===== src/rtl/cacheline_burst_if.sv =====
// Bundle of cache-side line request signals and memory-side burst signals.
// Cache side: request held until the one-cycle line_resp_o; memory side: read/write and address held for the burst, one beat per cycle with pmem_resp_i=1.
interface cacheline_burst_if #(
  parameter int CACHE_LINE_WIDTH = 256,
  parameter int BURST_LEN        = 4,
  parameter int ADDR_WIDTH       = 32
);
  localparam int BURST_WIDTH = CACHE_LINE_WIDTH / BURST_LEN;

  logic                        line_read_i;
  logic                        line_write_i;
  logic [ADDR_WIDTH-1:0]       line_addr_i;
  logic [CACHE_LINE_WIDTH-1:0] line_wdata_i;
  logic [CACHE_LINE_WIDTH-1:0] line_rdata_o;
  logic                        line_resp_o;
  logic                        line_err_o;
  logic                        pmem_read_o;
  logic                        pmem_write_o;
  logic [ADDR_WIDTH-1:0]       pmem_addr_o;
  logic [BURST_WIDTH-1:0]      pmem_wdata_o;
  logic [BURST_WIDTH-1:0]      pmem_rdata_i;
  logic                        pmem_resp_i;
  logic                        pmem_error_i;

  modport master (
    input  line_read_i, line_write_i, line_addr_i, line_wdata_i,
    input  pmem_rdata_i, pmem_resp_i, pmem_error_i,
    output line_rdata_o, line_resp_o, line_err_o,
    output pmem_read_o, pmem_write_o, pmem_addr_o, pmem_wdata_o
  );

  modport slave (
    output line_read_i, line_write_i, line_addr_i, line_wdata_i,
    output pmem_rdata_i, pmem_resp_i, pmem_error_i,
    input  line_rdata_o, line_resp_o, line_err_o,
    input  pmem_read_o, pmem_write_o, pmem_addr_o, pmem_wdata_o
  );
endinterface


===== src/rtl/cacheline_burst_adaptor.sv =====
// Converts single-cycle full-line cache requests into BURST_LEN-beat memory bursts,
// lowest slice first, with stall tolerance and memory-error abort.
module cacheline_burst_adaptor #(
  parameter int CACHE_LINE_WIDTH = 256,
  parameter int BURST_LEN        = 4,
  parameter int ADDR_WIDTH       = 32
) (
  input  logic                  clk,
  input  logic                  rst_n,
  cacheline_burst_if.master     bus,
  output logic [1:0]            dbg_state
);
  localparam int BURST_WIDTH = CACHE_LINE_WIDTH / BURST_LEN;
  localparam int OFFSET      = $clog2(CACHE_LINE_WIDTH / 8);
  localparam int CNT_W       = $clog2(BURST_LEN) + 1;
  localparam int IDX_W       = $clog2(BURST_LEN);
  localparam logic [CNT_W-1:0]      LAST_BEAT = CNT_W'(BURST_LEN - 1);
  localparam logic [ADDR_WIDTH-1:0] OFF_MASK  = ADDR_WIDTH'((64'd1 << OFFSET) - 64'd1);

  typedef enum logic [1:0] {IDLE = 2'd0, RD = 2'd1, WR = 2'd2, DONE = 2'd3} state_e;

  state_e                      state, state_n;
  logic [CNT_W-1:0]            cnt;
  logic [IDX_W-1:0]            beat_idx;
  logic [ADDR_WIDTH-1:0]       addr_q;
  logic [CACHE_LINE_WIDTH-1:0] wline_q;
  logic [CACHE_LINE_WIDTH-1:0] rline_q;
  logic                        err_q;
  logic                        accept_rd, accept_wr;

  assign accept_rd = bus.line_read_i  & ~bus.line_write_i;
  assign accept_wr = bus.line_write_i & ~bus.line_read_i;
  assign beat_idx  = cnt[IDX_W-1:0];
  assign dbg_state = state;

  always_ff @(posedge clk or negedge rst_n) begin
    if (!rst_n) state <= IDLE;
    else        state <= state_n;
  end

  always_comb begin
    state_n = state;
    case (state)
      IDLE: begin
        if (accept_rd)      state_n = RD;
        else if (accept_wr) state_n = WR;
      end
      RD, WR: begin
        if (bus.pmem_error_i)                          state_n = DONE;
        else if (bus.pmem_resp_i && cnt == LAST_BEAT)  state_n = DONE;
      end
      default: state_n = IDLE;
    endcase
  end

  // Datapath: address/line latches, beat counter, read assembly, abort flag.
  always_ff @(posedge clk or negedge rst_n) begin
    if (!rst_n) begin
      cnt     <= '0;
      addr_q  <= '0;
      wline_q <= '0;
      rline_q <= '0;
      err_q   <= 1'b0;
    end else begin
      case (state)
        IDLE: begin
          if (accept_rd || accept_wr) begin
            addr_q <= bus.line_addr_i & ~OFF_MASK;
            err_q  <= 1'b0;
          end
          if (accept_wr) wline_q <= bus.line_wdata_i;
        end
        RD, WR: begin
          if (bus.pmem_error_i) begin
            err_q <= 1'b1;
          end else if (bus.pmem_resp_i) begin
            cnt <= cnt + 1'b1;
            if (state == RD) rline_q[beat_idx*BURST_WIDTH +: BURST_WIDTH] <= bus.pmem_rdata_i;
          end
        end
        default: cnt <= '0;
      endcase
    end
  end

  always_comb begin
    bus.pmem_read_o  = (state == RD);
    bus.pmem_write_o = (state == WR);
    bus.line_resp_o  = (state == DONE);
    bus.line_err_o   = ((state == DONE) && err_q) ||
                       ((state == IDLE) && bus.line_read_i && bus.line_write_i);
  end

  assign bus.pmem_addr_o  = addr_q;
  assign bus.pmem_wdata_o = wline_q[beat_idx*BURST_WIDTH +: BURST_WIDTH];
  assign bus.line_rdata_o = rline_q;
endmodule


===== src/flat_wrapper.sv =====
// flat-port wrapper written by rule: the top's interface ports become plain ports
module cacheline_burst_adaptor_flat 
#(
  parameter int CACHE_LINE_WIDTH = 256,
  parameter int BURST_LEN        = 4,
  parameter int ADDR_WIDTH       = 32
)
  (clk, rst_n, dbg_state, bus_line_read_i, bus_line_write_i, bus_line_addr_i, bus_line_wdata_i, bus_pmem_rdata_i, bus_pmem_resp_i, bus_pmem_error_i, bus_line_rdata_o, bus_line_resp_o, bus_line_err_o, bus_pmem_read_o, bus_pmem_write_o, bus_pmem_addr_o, bus_pmem_wdata_o);
  cacheline_burst_if #(.CACHE_LINE_WIDTH(CACHE_LINE_WIDTH), .BURST_LEN(BURST_LEN), .ADDR_WIDTH(ADDR_WIDTH)) bus_i ();
  input  logic clk;
  input  logic rst_n;
  output logic [1:0] dbg_state;
  input wire logic [$bits(bus_i.line_read_i)-1:0] bus_line_read_i;
  input wire logic [$bits(bus_i.line_write_i)-1:0] bus_line_write_i;
  input wire logic [$bits(bus_i.line_addr_i)-1:0] bus_line_addr_i;
  input wire logic [$bits(bus_i.line_wdata_i)-1:0] bus_line_wdata_i;
  input wire logic [$bits(bus_i.pmem_rdata_i)-1:0] bus_pmem_rdata_i;
  input wire logic [$bits(bus_i.pmem_resp_i)-1:0] bus_pmem_resp_i;
  input wire logic [$bits(bus_i.pmem_error_i)-1:0] bus_pmem_error_i;
  output wire logic [$bits(bus_i.line_rdata_o)-1:0] bus_line_rdata_o;
  output wire logic [$bits(bus_i.line_resp_o)-1:0] bus_line_resp_o;
  output wire logic [$bits(bus_i.line_err_o)-1:0] bus_line_err_o;
  output wire logic [$bits(bus_i.pmem_read_o)-1:0] bus_pmem_read_o;
  output wire logic [$bits(bus_i.pmem_write_o)-1:0] bus_pmem_write_o;
  output wire logic [$bits(bus_i.pmem_addr_o)-1:0] bus_pmem_addr_o;
  output wire logic [$bits(bus_i.pmem_wdata_o)-1:0] bus_pmem_wdata_o;
  assign bus_i.line_read_i = bus_line_read_i;
  assign bus_i.line_write_i = bus_line_write_i;
  assign bus_i.line_addr_i = bus_line_addr_i;
  assign bus_i.line_wdata_i = bus_line_wdata_i;
  assign bus_i.pmem_rdata_i = bus_pmem_rdata_i;
  assign bus_i.pmem_resp_i = bus_pmem_resp_i;
  assign bus_i.pmem_error_i = bus_pmem_error_i;
  assign bus_line_rdata_o = bus_i.line_rdata_o;
  assign bus_line_resp_o = bus_i.line_resp_o;
  assign bus_line_err_o = bus_i.line_err_o;
  assign bus_pmem_read_o = bus_i.pmem_read_o;
  assign bus_pmem_write_o = bus_i.pmem_write_o;
  assign bus_pmem_addr_o = bus_i.pmem_addr_o;
  assign bus_pmem_wdata_o = bus_i.pmem_wdata_o;
  cacheline_burst_adaptor #(.CACHE_LINE_WIDTH(CACHE_LINE_WIDTH), .BURST_LEN(BURST_LEN), .ADDR_WIDTH(ADDR_WIDTH)) u_core (.clk(clk), .rst_n(rst_n), .bus(bus_i), .dbg_state(dbg_state));
endmodule

===== config.mk =====
export PLATFORM = sky130hd
export DESIGN_NAME = cacheline_burst_adaptor_flat
export DESIGN_NICKNAME = d
export VERILOG_FILES = /design/src/rtl/cacheline_burst_if.sv /design/src/rtl/cacheline_burst_adaptor.sv /design/src/flat_wrapper.sv
export SDC_FILE = /design/constraint.sdc
export NUM_CORES = 1
export LEC_CHECK = 0
export CAP_MARGIN = 20
export CORE_AREA = 3 3 274 276
export CTS_CLUSTER_DIAMETER = 100
export CTS_CLUSTER_SIZE = 20
export DETAILED_ROUTE_END_ITERATION = 6
export DIE_AREA = 0 0 277 279
export GPL_TIMING_DRIVEN = 0
export SLEW_MARGIN = 20
export SYNTH_ARGS = -nofsm -noshare
export SYNTH_HDL_FRONTEND = slang
export SYNTH_SLANG_ARGS = --single-unit

===== constraint.sdc =====
create_clock -name clk -period 2.21 [get_ports clk]
set_input_delay 0.442 -clock clk [delete_from_list [all_inputs] [get_ports clk]]
set_output_delay 0.442 -clock clk [all_outputs]
set_load 0.03 [all_outputs]

# Word level (Yosys, flattened, before mapping)
# Cells that the tools add are included.
[totals]
regBits = 545
latchBits = 0
mem_bits_rw = 0
mem_bits_ro = 0
input_bits = 358
output_inout_bits = 358
wordCells = 54
mem_count = 0
[op_classes]
n_addsub = 2
multipliers = 0
div_mod_pow = 0
order_cmp = 0
eq_ne = 10
n_shift = 3
muxes = 12
bitwise = 6
n_reduce_logical = 15
[ops]
columns = ["op", "n"]
rows = [
  ["256-bit bitwise mux", 1],
  ["64-bit by 34-bit variable shift with 256-bit output, first input constant", 1],
  ["256-bit by 9-bit indexed part select with 64-bit output", 1],
  ["64-bit by 34-bit indexed part select with 256-bit output", 1],
  ["8-bit negator with 34-bit output", 1],
  ["2-bit 2-to-1 mux", 4],
  ["3-bit 2-to-1 mux", 2],
  ["2-bit != test, second input constant", 3],
  ["3-bit one-hot mux with 2 select lines", 1],
  ["2-bit AND reduction", 3],
  ["3-bit AND reduction", 2],
  ["2-bit == test, second input constant", 2],
  ["1-bit logical AND", 4],
  ["1-bit NOT", 4],
  ["2-bit one-hot mux with 2 select lines", 1],
  ["4-bit AND reduction", 1],
  ["3-bit by 1-bit adder with 3-bit output, second input constant", 1],
  ["3-bit by 2-bit == test with 1-bit output, second input constant", 1],
  ["3-bit by 1-bit != test with 1-bit output, second input constant", 1],
  ["3-bit by 2-bit != test with 1-bit output, second input constant", 1],
  ["1-bit AND", 2],
  ["2-bit by 1-bit == test with 1-bit output, second input constant", 1],
  ["2-bit zero test", 1],
  ["1-bit logical OR", 2],
  ["other kinds (5)", 6],
]

# Logic depth before layout (Yosys ltp)
[logic_depth]
ltp_word = 5
depth_mapped = 11
ltp_nobuf = 5

# Worst setup path after synthesis
# Ideal clock, no wire load.
[synth_path]
path_kind = "register to register"
from = "register u_core.cnt[1]"
to = "register u_core.rline_q[192] (netlist: u_core.bus.line_rdata_o[192])"
setup_time_ns = 0.074
t_arrival_ns = 2.247
t_required_ns = 2.136
slack_ns = -0.111
stages_incl_launch_ff = 10
n_path_buf = 4
period_less_slack_ns = 2.321
path_cell_list = "dfrtp_1 > buf_2 > buf_1 > inv_2 > ha_1 > nor4b_4 > buf_4 > buf_2 > nand4_1 > o21ai_2"
[synth_between]
elab_chain_cells = 3
word_cells_on_any_way = 4
cone_classes = "add/sub (1); shift (2); mux (1)"
[synth_lines]
columns = ["element", "line", "source"]
rows = [
  ["start: declaration", "cacheline_burst_adaptor.sv:23", "logic [CNT_W-1:0] cnt;"],
  ["start signal: assignment", "cacheline_burst_adaptor.sv:77", "cnt <= cnt + 1'b1;"],
  ["8-bit negator with 34-bit output *", "cacheline_burst_adaptor.sv:78", "if (state == RD) rline_q[beat_idx*BURST_WIDTH +: BURST_WIDTH] <= bus.pmem_rdata_i;"],
  ["64-bit by 34-bit indexed part select with 256-bit output or 64-bit by 34-bit variable shift with 256-bit output (tied branches)", "cacheline_burst_adaptor.sv:78", ""],
  ["256-bit bitwise mux *", "cacheline_burst_adaptor.sv:78", ""],
  ["end signal: indexed assignment", "cacheline_burst_adaptor.sv:78", ""],
  ["end: declaration", "cacheline_burst_adaptor.sv:27", "logic [CACHE_LINE_WIDTH-1:0] rline_q;"],
]
# Mark *: on every way between the ends. The rest lies on a longest branch, timed or not.
# A chain may end at the register's enable or synchronous reset.

# Worst setup path after layout
[layout_path]
from = "register u_core.cnt[0]"
to = "output bus_pmem_wdata_o[48]"
[layout_between]
elab_chain_cells = 1
[layout_lines]
columns = ["element", "line", "source"]
rows = [
  ["256-bit by 9-bit indexed part select with 64-bit output", "cacheline_burst_adaptor.sv:95", "assign bus.pmem_wdata_o = wline_q[beat_idx*BURST_WIDTH +: BURST_WIDTH];"],
  ["end: declaration", "flat_wrapper.sv:26", "output wire logic [$bits(bus_i.pmem_wdata_o)-1:0] bus_pmem_wdata_o;"],
]
# No other way between the ends.

==> flow_summary.yaml <==
status:
  status: "complete, but fails checks"
  violated_checks: "hold timing, setup timing"
synth:
  synth_cell_type_count: 33
  sequential_to_total_area_share_from_yosys_stat_pct: 55.3
  synth_area_leader_cell: "sky130_fd_sc_hd__dfrtp_1"
  async_reset_ff_share_pct: 100
  syn_area_um2: 24600
  yosysMostFrequentCell: "sky130_fd_sc_hd__dfrtp_1"
  synthesis.area_per_instance_um2: 13.0
  synthesis.instances: 1891
  synth_flop_cell: "sky130_fd_sc_hd__dfrtp_1"
  yosys_register_bits: 545
  post_synth_most_frequent_cells: "sky130_fd_sc_hd__dfrtp_1, sky130_fd_sc_hd__mux2_1, sky130_fd_sc_hd__inv_1"
  yosys_warnings: 0
  synth_top_cells_by_area: "sky130_fd_sc_hd__dfrtp_1, sky130_fd_sc_hd__mux2_1, sky130_fd_sc_hd__o21ai_2"
  synth_top_cell_area_share_pct: 55.3
  number_of_enable_flip_flop_cells_after_synthesis: 0
sta:
  slew_headroom_pct: 50.0
  max_freq_mhz: 389
  final-hold-violation-count: 66
  worstMarginPinSlew_ns: 0.749
  setup_viol: 283
  finalWorstSetupSlack_ns: -0.359
  fin_hold_ws_ns: -0.172
  fin_worst_skew_ns: 0.0200
  rsz_0062_raised_after_global_routing: "yes"
  tns_ns: -36.31
  max_transition_viols_final: 0
  layout_min_cycle_time_ns: 2.57
  final_min_period_over_clock_period_pct: 116
setup_path:
  crit_top_cell: "sky130_fd_sc_hd__buf_12"
  endpoint_kind: "output pin"
  ff2ff_setup_slack_ns: -0.20
  worst_path_cell_with_the_longest_stage_delay: "sky130_fd_sc_hd__mux4_2"
  reg2reg_from: "u_core.cnt[0]"
  critPathMaxStageDelay_ns: 0.56
  required_time_at_the_worst_slack_endpoint_ns: 1.77
  cp_max_fo: 7
  arrival_ns: 2.13
  worstReg2RegEnd: "u_core.bus.line_rdata_o[110]"
  crit_chain: "buf_12 > buf_16 > buf_12 > mux4_2 > buf_6"
  timing_worst_setup_path_type: "reg -> out"
  worstSetupStartpointType: "register"
  number_of_cells_traversed_by_the_worst_register_to_register_path: 12
floorplanning:
  fp.coreArea_um2: 72800
  die_height_um: 279
  start_util_pct: 33.8
  chipWidth_um: 277
  num_rows: 99
  die_area_um2: 77300
  top_level_ports: 716
global_route:
  track_usage_pct: 23.1
  grt_first_pass_wirelength_um: 135000
  grt_max_degree: 96
  grt.overflow.total: 0
  antenna_violations_before_repair: 19
  first_global_vias: 20300
power_and_ir_drop:
  power.ir.vdd_worst_mv: 0.879
  switching_share_pct: 40.6
  p_switching_mw: 19.6
  cellPowerDensity_nw_per_um2: 1370
  power.internal_mw: 28.7
  share_of_power_burned_in_the_clock_network_pct: 14.0
  p_leak_nw: 15.4
  seq_power_share_pct: 34.1
  pwr-share-comb_pct: 51.9
clock_network:
  clock_tree_from_tritoncts: "done"
  cts_max_level: 2
  max-clock-path-buffers: 3
  cts_root_buf: "sky130_fd_sc_hd__clkbuf_16"
  tritoncts_num_sinks: 545
  clock_slew_seen_by_the_registers_of_the_worst_setup_and_hold_paths_ns: 0.09
  cts_made_buffers: 34
  clock_latency_ns: 0.57
drt:
  drt-pass1-iter-count: 6
  route.final.wire_length_um: 92600
  routed-via-count: 18900
  first_iter_violations: 1419
  antenna_violating_nets_post_route: 0
  remaining_drc_errors: 0
  route.detailed.vias_per_inst: 5.15
  wl_per_cell_um: 25.2
min_path:
  path_class_of_the_lowest_slack_min_delay_path: "in -> async"
placed_design:
  dpl.cell_count: 3565
  gp_congestion: 0.903
  dp_wirelength_um: 69500
  port-buffer-count: 705
flow_run:
  maxCapViolCount: 0
layout:
  multiInputGateArea_um2: 8970
  nets_final: 3066
  post_route_cells_drive_above_1_share_pct: 24.0
  flow.area_growth_from_synthesis_pct: 43.6
  final_cell_count_no_fill: 3669
  final.fill_count: 6477
  final-seq-area_um2: 13600
-- cells in the final DEF (no fill, tap or decap), types with 2 or more instances in the layout --
master and instances:
sky130_fd_sc_hd__clkbuf_4 8, sky130_fd_sc_hd__diode_2 10, sky130_fd_sc_hd__inv_2 3, sky130_fd_sc_hd__clkbuf_1 6, sky130_fd_sc_hd__dfrtp_1 542, sky130_fd_sc_hd__and2_1 4
sky130_fd_sc_hd__ha_4 2, sky130_fd_sc_hd__clkbuf_16 53, sky130_fd_sc_hd__a21oi_1 4, sky130_fd_sc_hd__buf_4 47, sky130_fd_sc_hd__nor2b_1 3, sky130_fd_sc_hd__clkdlybuf4s50_1 621
sky130_fd_sc_hd__o22ai_1 2, sky130_fd_sc_hd__nand3_1 6, sky130_fd_sc_hd__buf_12 13, sky130_fd_sc_hd__dfrtp_2 3, sky130_fd_sc_hd__conb_1 5, sky130_fd_sc_hd__ha_1 12
sky130_fd_sc_hd__nand2_1 4, sky130_fd_sc_hd__dlymetal6s2s_1 14, sky130_fd_sc_hd__mux2i_1 2, sky130_fd_sc_hd__dlygate4sd2_1 2, sky130_fd_sc_hd__and4bb_4 2, sky130_fd_sc_hd__inv_1 261
sky130_fd_sc_hd__o21ai_2 240, sky130_fd_sc_hd__buf_2 64, sky130_fd_sc_hd__clkbuf_2 11, sky130_fd_sc_hd__buf_8 18, sky130_fd_sc_hd__nor4b_4 2, sky130_fd_sc_hd__nor2_1 2
sky130_fd_sc_hd__buf_16 10, sky130_fd_sc_hd__mux4_2 64, sky130_fd_sc_hd__mux2_1 284, sky130_fd_sc_hd__buf_6 97, sky130_fd_sc_hd__nand4_1 256, sky130_fd_sc_hd__o21ai_1 16
-- state kept, by name (all words and copies together), names as in the netlist --
register	cells
u_core.wline_q	256
u_core.bus.line_rdata_o	256
u_core.err_q	1
u_core.bus.pmem_addr_o	27
u_core.dbg_state	2
u_core.cnt	3
-- how the worst max path moves through the flow --
stage	startpoint	endpoint
after floorplan	u_core.cnt[0]	u_core.bus.line_rdata_o[192]
after detailed placement	u_core.cnt[1]	u_core.bus.line_rdata_o[76]
after CTS	u_core.cnt[0]	bus_pmem_wdata_o[39]
after global placement	rst_n	u_core.wline_q[188]
after global routing	u_core.cnt[0]	bus_pmem_wdata_o[48]
final	u_core.cnt[0]	bus_pmem_wdata_o[48]
-- metrics by stage --
step / instance area [um2] / utilization (%) / hold WS [ns] / power [mW] / worst slack [ns]
after global routing: 35400 / 48.6 / -0.160 / 50.7 / -0.449
after floorplan: 24700 / - / 0.146 / 29.4 / 0.0374
after detailed placement: 33100 / 45.4 / 0.441 / 39.7 / -0.939
after CTS: 34700 / 47.7 / -0.188 / 47.5 / -0.470
after global placement: 32900 / 45.2 / 0.467 / 39.3 / -23.72
final: 35400 / 48.6 / -0.172 / 48.3 / -0.359
-- per-layer routing --
layer,global-route usage (%),wire length [um],vias to the layer above
met4,6.52,2760,18
met2,41.4,47600,853
met3,7.83,8590,152
met5,0,119,-
li1,-,-,8244
met1,26.1,33500,9623
-- logic make-up after synthesis --
family | synth area share [%]
and+or+nand+nor | 7.40
buffers and inverters | 8.48
AOI/OAI and AO/OA | 9.10
DFF | 55.3
muxes | 18.9
adders and majority gates | 0.762
other | 0.0152
-- final cells by class --
class,count,area share [%]
sequential,545,38.6
multi-input combinational,919,25.3
timing repair buffer,766,22.9
buffer,162,4.06
tap,959,3.39
inverter,265,2.83
clock buffer,39,2.67
clock inverter,4,0.191
antenna,10,0.0707
-- critical path: cells and delay by family (launching register included) --
family   cells  cell delay, ns
buf+inv      4            0.60
mux          1            0.56
flops        1            0.40
-- power by group through the flow --
stage                     sequential [mW]  combinational, mW  clock [mW]
after floorplan                      19.3               10.1           0
after global placement               16.6               22.7           0
after detailed placement             16.7               23.0           0
after CTS                            16.5               24.0        6.96
after global routing                 16.9               26.4        7.33
final                                16.5               25.1        6.74
-- what timing repair did --
action	4_1_cts	5_1_grt
setup buffers	21	15
hold endpoints to repair	66	66
pin swaps	4	3
gates resized for setup	514	118
cloned	7	17
setup endpoints to repair	575	572
No activity file was read; power rests on OpenSTA's default activity.
